<file path="src/rtl/spi_reg_bank.sv">
// Register bank behind the SPI peripheral: RW config registers, sticky W1C interrupts with mask,
// ID, hardware snapshot, saturating write counter and access-error flag.
module spi_reg_bank #(
  parameter int unsigned      REG_W    = 8,
  parameter int unsigned      NUM_RW   = 8,
  parameter logic [REG_W-1:0] ID_VALUE = REG_W'(8'hA5)
) (
  input  logic                    clk,
  input  logic                    rstb,
  input  logic                    ena,
  input  logic                    wr_rdn,
  input  logic [REG_W-2:0]        addr,
  input  logic [REG_W-1:0]        wdata,
  input  logic                    we,
  output logic [REG_W-1:0]        rdata,
  output logic [REG_W-1:0]        status,
  output logic [NUM_RW*REG_W-1:0] cfg_out,
  input  logic [REG_W-1:0]        irq_evt,
  input  logic [REG_W-1:0]        hw_in,
  output logic                    irq
);

  localparam int unsigned AW = REG_W - 1;

  localparam logic [AW-1:0] AddrId      = AW'(7'h70);
  localparam logic [AW-1:0] AddrIrqStat = AW'(7'h71);
  localparam logic [AW-1:0] AddrIrqMask = AW'(7'h72);
  localparam logic [AW-1:0] AddrHwSnap  = AW'(7'h73);
  localparam logic [AW-1:0] AddrWrCount = AW'(7'h74);
  localparam logic [AW-1:0] AddrErr     = AW'(7'h75);

  // The command bit is carried by the interface but the bank only acts on we.
  logic unused_wr_rdn;
  assign unused_wr_rdn = wr_rdn;

  logic [REG_W-1:0] cfg_q [NUM_RW];
  logic [REG_W-1:0] cfg_d [NUM_RW];
  logic [REG_W-1:0] irq_status_q, irq_status_d;
  logic [REG_W-1:0] irq_mask_q, irq_mask_d;
  logic [REG_W-1:0] hw_snap_q, hw_snap_d;
  logic [REG_W-1:0] wr_count_q, wr_count_d;
  logic             err_q, err_d;
  logic [REG_W-1:0] rdata_q, rdata_d;
  logic             irq_q, irq_d;

  logic              wr_en;
  logic [NUM_RW-1:0] cfg_hit;
  logic              hit_irq_stat, hit_irq_mask, hit_wr_count, hit_err;
  logic              legal_wr;
  logic              illegal_wr;
  logic [REG_W-1:0]  w1c_mask;
  logic [REG_W-1:0]  read_val;

  // Address decode
  always_comb begin
    cfg_hit = '0;
    for (int k = 0; k < int'(NUM_RW); k++) begin
      cfg_hit[k] = (addr == AW'(k));
    end
    wr_en        = we & ena;
    hit_irq_stat = (addr == AddrIrqStat);
    hit_irq_mask = (addr == AddrIrqMask);
    hit_wr_count = (addr == AddrWrCount);
    hit_err      = (addr == AddrErr);
    legal_wr     = (|cfg_hit) | hit_irq_stat | hit_irq_mask | hit_wr_count | hit_err;
    illegal_wr   = wr_en & ~legal_wr;
    w1c_mask     = (wr_en & hit_irq_stat) ? wdata : '0;
  end

  // Read mux over current register state
  always_comb begin
    read_val = '0;
    for (int k = 0; k < int'(NUM_RW); k++) begin
      if (cfg_hit[k]) begin
        read_val = cfg_q[k];
      end
    end
    case (addr)
      AddrId:      read_val = ID_VALUE;
      AddrIrqStat: read_val = irq_status_q;
      AddrIrqMask: read_val = irq_mask_q;
      AddrHwSnap:  read_val = hw_snap_q;
      AddrWrCount: read_val = wr_count_q;
      AddrErr:     read_val = {{(REG_W-1){1'b0}}, err_q};
      default:     ;
    endcase
  end

  // Next-state
  always_comb begin
    for (int k = 0; k < int'(NUM_RW); k++) begin
      cfg_d[k] = (wr_en && cfg_hit[k]) ? wdata : cfg_q[k];
    end
    irq_status_d = irq_status_q;
    irq_mask_d   = irq_mask_q;
    hw_snap_d    = hw_snap_q;
    wr_count_d   = wr_count_q;
    err_d        = err_q;
    rdata_d      = rdata_q;
    irq_d        = irq_q;

    if (ena) begin
      // Set wins over clear on the same bit.
      irq_status_d = (irq_status_q & ~w1c_mask) | irq_evt;
      rdata_d      = read_val;
      irq_d        = |(irq_status_q & irq_mask_q);
      // Freeze the snapshot while it is being addressed so a read sees a stable value.
      if (addr != AddrHwSnap) begin
        hw_snap_d = hw_in;
      end
    end

    if (wr_en) begin
      if (hit_irq_mask) begin
        irq_mask_d = wdata;
      end
      if (hit_wr_count) begin
        wr_count_d = '0;
      end else if (wr_count_q != '1) begin
        wr_count_d = wr_count_q + 1'b1;
      end
      if (illegal_wr) begin
        err_d = 1'b1;
      end else if (hit_err && wdata[0]) begin
        err_d = 1'b0;
      end
    end
  end

  always_ff @(posedge clk) begin
    if (!rstb) begin
      for (int k = 0; k < int'(NUM_RW); k++) begin
        cfg_q[k] <= '0;
      end
      irq_status_q <= '0;
      irq_mask_q   <= '0;
      hw_snap_q    <= '0;
      wr_count_q   <= '0;
      err_q        <= 1'b0;
      rdata_q      <= '0;
      irq_q        <= 1'b0;
    end else begin
      for (int k = 0; k < int'(NUM_RW); k++) begin
        cfg_q[k] <= cfg_d[k];
      end
      irq_status_q <= irq_status_d;
      irq_mask_q   <= irq_mask_d;
      hw_snap_q    <= hw_snap_d;
      wr_count_q   <= wr_count_d;
      err_q        <= err_d;
      rdata_q      <= rdata_d;
      irq_q        <= irq_d;
    end
  end

  for (genvar g = 0; g < int'(NUM_RW); g++) begin : g_cfg_out
    assign cfg_out[g*REG_W +: REG_W] = cfg_q[g];
  end

  assign rdata  = rdata_q;
  assign irq    = irq_q;
  assign status = {irq_q, err_q, irq_status_q[REG_W-3:0]};

endmodule

</file>
<file path="config.mk">
export PLATFORM = sky130hd
export DESIGN_NAME = spi_reg_bank
export DESIGN_NICKNAME = d
export VERILOG_FILES = /design/src/rtl/spi_reg_bank.sv
export SDC_FILE = /design/constraint.sdc
export NUM_CORES = 1
export LEC_CHECK = 0
export BUFFER_PORTS_ARGS = -buffer_cell sky130_fd_sc_hd__buf_2
export CAP_MARGIN = 20
export CORE_MARGIN = 2
export CORE_UTILIZATION = 55
export DETAILED_ROUTE_END_ITERATION = 10
export PLACE_DENSITY = 0.84
export REMOVE_ABC_BUFFERS = 1
export SLEW_MARGIN = 40
export SYNTH_ARGS = -nofsm -noshare
export SYNTH_HDL_FRONTEND = slang
export SYNTH_SLANG_ARGS = --single-unit
</file>
<file path="constraint.sdc">
create_clock -name clk -period 3.2 [get_ports clk]
set_input_delay 0.8 -clock clk [delete_from_list [all_inputs] [get_ports clk]]
set_output_delay 0.8 -clock clk [all_outputs]
set_load 0.1 [all_outputs]
</file>
# == Yosys cells after proc, flatten, opt, wreduce, memory -nomap -nowiden ==
# Memory sizes are Yosys's and may differ from the RTL's.
# Index checks and enable logic that the tools add are counted.
# op_classes
addsub,1
eq_ne,15
n_reduce_logical,18
bitwise_logic,20
mux,32
# ops
operator,n
2-to-1 mux 8 bit,27
case mux 8 bit (6 select lines),1
"== test 7 bit, second input constant",6
"== test 7 x 3 -> 1 bit, second input constant",4
bitwise AND 8 bit,2
OR reduction 8 bit,2
"== test 7 x 2 -> 1 bit, second input constant",2
bitwise OR 1 bit,12
logical AND 1 bit,9
"adder 8 x 1 -> 8 bit, second input constant",1
"inequality test 8 bit, second input constant",1
inverter 8 bit,1
bitwise OR 8 bit,1
AND reduction 2 bit,4
"== test 7 x 1 -> 1 bit, second input constant",1
logical NOT 7 bit,1
"inequality test 7 bit, second input constant",1
2-to-1 mux 1 bit,4
nonzero test 2 bit,2
bitwise AND 1 bit,3
inverter 1 bit,1
# totals
ff_bits,42
elab_cells,94
memories,1
mem_bits_rw,64
in_bits,36
out_inout_bits,81
# mem_list
memory,words,word_bits,read_ports,rd_ports_with_merged_regs,wr,line,text
cfg_q,8,8,8,0,8,36,logic [REG_W-1:0] cfg_q [NUM_RW];

# == Depth between registers and ports, before layout ==
# Gate-level depths: netlist of the first run.
# depth
depth_word,10
mapped_depth,7
mapped_depth_nobuf,5

# == Least setup slack after synthesis of the first run ==
# OpenSTA, ideal clock, no wires.
# synth_timing
path_kind,input to register
start,input port addr[6]
end,"memory cfg_q[3][3], in the netlist cfg_q[0][27]"
required_time_ps,3080
slack_ps,817
setup_time_ps,120
t_arrival_ps,2263
n_path_buf,1
cell_stages,5
path_cell_list,or4_4 buf_6 nor4_4 mux2i_1 nor2b_1
# synth_lines
element,line,text
start: declaration,12,"input logic [REG_W-2:0] addr,"
end: declaration,36,

# == Worst setup path in the final report of the first run ==
# layout_timing
start,input port addr[2]
end,"register rdata_q[5], in the netlist rdata[5]"
# layout_between
elab_chain_cells,10
elab_cells_between_ends,23
cone_classes,eq/ne (13); mux (9); reduce/logical (1)
# layout_rtl
element,line,text
logical NOT 7 bit,58,cfg_hit[k] = (addr == AW'(k));
2-to-1 mux 8 bit (8 in series),74,if (cfg_hit[k]) begin
case mux 8 bit (6 select lines) *,78,case (addr)
end signal: assignment,151,rdata_q <= rdata_d;
end: declaration,43,"logic [REG_W-1:0] rdata_q, rdata_d;"
# Every way passes the cells marked *; elsewhere a longest branch is shown, timed or not.
# A chain may end at the register's enable or synchronous reset.

==> results of run 1 <==
## area by class of cell
| type | count | area (µm²) | share of cell area (%) |
|---|---|---|---|
| clock inverters | 6 | 40.0 | 0.639 |
| inverters | 19 | 71.3 | 1.14 |
| flip-flops and latches | 106 | 2120 | 33.9 |
| clock buffers | 10 | 138 | 2.20 |
| repair buffers | 136 | 733 | 11.7 |
| multi-input cells | 383 | 2990 | 47.8 |
| well taps | 133 | 166 | 2.66 |
## critical path: stages
cell	delay [ns]
buf_2	0.54
or4b_2	0.66
nor4_1	0.36
a2111oi_0	0.14
nor3_1	0.19
## per-layer routing
metal	wire length [µm]	GRT usage (%)
met5	0	0
met3	1290	6.38
met2	7050	46.0
met1	6420	38.6
met4	525	13.1
## synthesized netlist by cell type (3+ instances only)
cell type / n / area, µm²
buf_4: 8 / 60.1
o211ai_1: 7 / 52.6
a31oi_1: 6 / 37.5
o41ai_1: 3 / 26.3
clkbuf_1: 21 / 78.8
dfxtp_1: 106 / 2120
mux2i_1: 97 / 971
buf_2: 9 / 45.0
o31ai_1: 5 / 37.5
o311ai_0: 3 / 26.3
nor3_1: 5 / 25.0
a211oi_1: 3 / 22.5
a21oi_1: 6 / 30.0
nor4_1: 3 / 18.8
nor4_4: 4 / 85.1
inv_1: 19 / 71.3
o21ai_0: 24 / 120
nor2_1: 15 / 56.3
nand4_1: 3 / 18.8
o2bb2ai_1: 3 / 26.3
and3_1: 5 / 31.3
a32o_1: 3 / 30.0
buf_1: 11 / 41.3
a21boi_0: 10 / 75.1
nand2_1: 19 / 71.3
mux4_2: 6 / 135
nand3_1: 12 / 60.1
nor2b_1: 86 / 538
nand2b_1: 3 / 18.8
mux2_2: 5 / 56.3
## final timing paths
kind	startpoint	to	slack, ns	cells after the start
min	irq_status_q[6]	irq_status_q[6]	0.52	2
max	addr[2]	rdata[5]	0.82	5
min reg2reg	irq_status_q[6]	irq_status_q[6]	0.52	2
max reg2reg	cfg_q[0][29]	rdata[5]	1.61	4
## cell families after synthesis
logic type | share of synthesized area (%)
simple gates | 20.5
mux | 21.4
flops | 39.1
compound gates | 12.9
buf+inv | 5.67
xor+xnor | 0.162
fa+ha+maj | 0.231
## power groups by stage
| stage | Clock [µW] | Sequential (µW) | Combinational (µW) |
|---|---|---|---|
| 6_report | 784 | 1360 | 329 |
| 5_1_grt | 833 | 1360 | 349 |
| 4_1_cts | 787 | 1360 | 325 |
| 3_5_place_dp | 0 | 1390 | 324 |
| 3_3_place_gp | 0 | 1390 | 316 |
| 2_1_floorplan | 0 | 1470 | 103 |
## per-stage QoR
step | total power, µW | hold slack (ns) | cell area [µm²] | setup slack (ns) | utilization, %
floorplan | 1570 | 0.459 | 5190 | 0.811 | -
global placement | 1700 | 0.491 | 6090 | 0.527 | 62.9
detailed placement | 1710 | 0.502 | 6090 | 0.474 | 62.9
CTS | 2470 | 0.520 | 6260 | 0.890 | 64.7
global route | 2540 | 0.539 | 6260 | 0.747 | 64.7
finish | 2470 | 0.518 | 6260 | 0.821 | 64.7
## sequential cells by signal, summed over array words and instances, names as in the netlist
register,flops
cfg_q,64
hw_snap_q,8
irq_mask_q,8
irq_status_q,8
rdata,8
wr_count_q,8
err_q,1
irq,1
==> results.json, run 1 <==
{
  "ys_seq_area_share_pct": 39.1,
  "final_nets": 692,
  "worst_ir_drop_vdd_mv": 0.298,
  "grt_max_degree": 76,
  "finalSetupViolCount": 0,
  "clock-sinks": 106,
  "hpwl_mm": 10.9,
  "die_width_um": 103,
  "cp_data_required_time_ns": 3.52,
  "nFillCells": 802,
  "fin_crit_sh_pct": 74.3,
  "place_inst": 777,
  "tns_ns": 0,
  "fin_worst_skew_ns": 0.0169,
  "syn_avg_cell_area_um2": 9.72,
  "power.density_mw_per_mm2": 394,
  "fmax_mhz": 420,
  "drive_above_1_share_pct": 26.7,
  "status": "complete, no violations",
  "wl_per_cell_um": 19.3,
  "ys_warn_count": 0,
  "cts_buffers": 9,
  "clock_power_share_pct": 31.7,
  "post-cts-setup-buffers": 0,
  "max-slew-margin-rel_pct": 53.5,
  "antenna_found_initial": 0,
  "synth_cell_type_count": 64,
  "grt_pass1_vias": 4636,
  "clockBufferDepth": 2,
  "num_io_pins": 117,
  "ys_ff_latch": 106,
  "netlist_area_mm2": 0.00542,
  "firstDrtPassIters": 5,
  "place.gp.congestion": 0.940,
  "vias": 4753,
  "clk_pin_slew_worst_paths_ns": 0.11,
  "hold_viol": 0,
  "h-tree-depth": 3,
  "drtIter0Drc": 410,
  "die_area_mm2": 0.0107,
  "async_flop_share_pct": 0,
  "startpoint_type": "input port",
  "cts-resized-gates": 0,
  "maxSlewViolCount": 0,
  "switchingPower_uw": 729,
  "critPathKind": "input port to register",
  "die_height_um": 103,
  "p_int_uw": 1740,
  "arrival_ns": 2.70,
  "min_period_ns": 2.38,
  "max_cap_viol_count": 0,
  "final_cell_mix": "buf_2 (115), dfxtp_1 (106), mux2i_1 (97)",
  "cts_root_buf": "clkbuf_8",
  "cts_tree": "done",
  "hold_buffers": 0,
  "synthToLayoutAreaGrowth_pct": 15.5,
  "p_seq_share_pct": 54.9,
  "fin_cells": 793,
  "fp.coreArea_mm2": 0.00968,
  "path_max_fanout": 32,
  "synth_edf_count": 0,
  "swShare_pct": 29.5,
  "portBuffers": 115,
  "grt_usage_pct": 29.2,
  "n_antenna_cell": 0,
  "rsz0062_at_grt": "false",
  "grt_pass1_wl_mm": 23.9,
  "clk_latency_ns": 0.39,
  "placementRows": 36,
  "drc_errors": 0,
  "routed_via_density": 5.99,
  "gr-total-overflow": 0,
  "tightest_slew_ns": 0.698,
  "final_common_cell": "buf_2",
  "synth_ff_type": "dfxtp_1",
  "hp-class": "register to register",
  "drtAntennaViolNets": 0,
  "power_leakage_uw": 0.00260,
  "worst_setup_path_end_kind": "register",
  "power_frac_comb_pct": 13.3,
  "initial_core_util_pct": 56.0,
  "syn_inst": 558,
  "wirelength_mm": 15.3
}
Note: power is estimated with default switching activity, not from simulation.
==> run 2, diff against run 1 <==
- CORE_UTILIZATION: 55 -> 49
- PLACE_DENSITY: 0.84 -> 0.79
- clock period: 3.2 -> 2 ns (I/O delays scaled with it)
==> results.json, run 2 (synthesis gave the netlist of run 1 again) <==
{
  "vias": 4788,
  "max-slew-margin-rel_pct": 62.7,
  "cts_buffers": 9,
  "hold_viol": 0,
  "drtAntennaViolNets": 0,
  "fin_cells": 845,
  "rsz0062_at_grt": "false",
  "fin_worst_skew_ns": 0.0152,
  "h-tree-depth": 3,
  "post-cts-setup-buffers": 0,
  "power_leakage_uw": 0.00285,
  "die_area_mm2": 0.0119,
  "grt_max_degree": 38,
  "fmax_mhz": 517,
  "die_width_um": 109,
  "place.gp.congestion": 0.905,
  "final_common_cell": "buf_2",
  "fin_crit_sh_pct": 96.8,
  "cp_data_required_time_ns": 2.33,
  "clock-sinks": 106,
  "hp-class": "input port to register",
  "die_height_um": 109,
  "cts_tree": "done",
  "antenna_found_initial": 0,
  "stdcell_area_mm2": 0.00673,
  "min_period_ns": 1.94,
  "max_cap_viol_count": 0,
  "grt_pass1_vias": 4675,
  "drtIter0Drc": 488,
  "critPathKind": "input port to register",
  "grt_usage_pct": 27.4,
  "placementRows": 38,
  "final_cell_mix": "buf_2 (115), dfxtp_1 (106), mux2i_1 (97)",
  "status": "complete, no violations",
  "power.density_mw_per_mm2": 617,
  "routed_via_density": 5.67,
  "portBuffers": 115,
  "cts_root_buf": "clkbuf_8",
  "drc_errors": 0,
  "clk_latency_ns": 0.39,
  "cts-resized-gates": 0,
  "drive_above_1_share_pct": 31.5,
  "hpwl_mm": 12.1,
  "clockBufferDepth": 2,
  "clk_pin_slew_worst_paths_ns": 0.11,
  "arrival_ns": 2.26,
  "tightest_slew_ns": 0.559,
  "initial_core_util_pct": 50.0,
  "wirelength_mm": 15.9,
  "largest_reg_flops": 64,
  "startpoint_type": "input port",
  "maxSlewViolCount": 0,
  "fp.coreArea_mm2": 0.0108,
  "multiInputGateArea_mm2": 0.00300,
  "placed_cell_area_mm2": 0.00652,
  "num_io_pins": 117,
  "final_util_pct": 62.0,
  "seq_area_mm2": 0.00212,
  "path_max_fanout": 6,
  "synthToLayoutAreaGrowth_pct": 24.0,
  "n_antenna_cell": 0,
  "worst_setup_path_end_kind": "register",
  "finalSetupViolCount": 0,
  "place_inst": 830,
  "hold_buffers": 0,
  "gr-total-overflow": 0,
  "wl_per_cell_um": 18.9,
  "firstDrtPassIters": 5,
  "final_nets": 738,
  "max_flop_register": "cfg_q",
  "grt_pass1_wl_mm": 24.8,
  "nFillCells": 928,
  "worst_ir_drop_vdd_mv": 0.461
}
==> run 2: cell types whose count changed in the layout (fill, tap and decap cells not counted), sizes merged <==
cell	previous run	this run
buf	136	182
inv	20	23
bufinv	0	1
clkinvlp	1	0
clkinv	4	0
==> run 2: per-layer routing <==
metal | global-route usage [%] | share of wire [%]
met2 | 44.6 | 48
met1 | 35.3 | 43
met4 | 9.49 | 2.8
met3 | 6.87 | 6.2
met5 | 0 | 0
==> run 2: path summary, 6_finish.rpt <==
kind	start	endpoint	slack (ns)	cells past startpoint
worst max register to register	cfg_q[0][29]	rdata[5]	0.23	5
worst min-delay path	irq_evt[5]	irq_status_q[5]	0.35	3
worst min register to register	wr_count_q[4]	wr_count_q[4]	0.52	2
worst max-delay path	addr[1]	rdata[5]	0.06	6
==> run 2: cell type report <==
cell class / instances / share of cell area (%)
clock buffers: 10 / 2.05
clock inverters: 5 / 1.00
inverters: 19 / 1.06
multi-input cells: 383 / 44.6
flip-flops and latches: 106 / 31.5
well taps: 140 / 2.60
repair buffers: 182 / 17.2
==> run 2: critical path, cell delays in order <==
cell and delay [ns]:
buf_2 0.17, or4b_2 0.64, nor4_1 0.47, a2111oi_0 0.17
buf_4 0.17, nor3_1 0.15
==> run 2: power breakdown <==
| part | switching, µW | internal (µW) | leakage (µW) |
|---|---|---|---|
| registers | 27.8 | 2140 | 0.000859 |
| logic | 385 | 203 | 0.00189 |
| clock network | 765 | 629 | 0.000106 |
| total | 1180 | 2970 | 0.00285 |
==> run 2: metrics by stage <==
| step | total power (µW) | setup TNS (ns) | worst slack (ns) | hold WS [ns] |
|---|---|---|---|---|
| final | 4150 | 0 | 0.0643 | 0.353 |
| after global placement | 2790 | -4.06 | -0.290 | 0.488 |
| after detailed placement | 2800 | -7.86 | -0.285 | 0.500 |
| after CTS | 4170 | 0 | 0.0883 | 0.343 |
| after global routing | 4300 | 0 | 0.0472 | 0.344 |
| after floorplan | 2510 | -2.09 | -0.0891 | 0.459 |
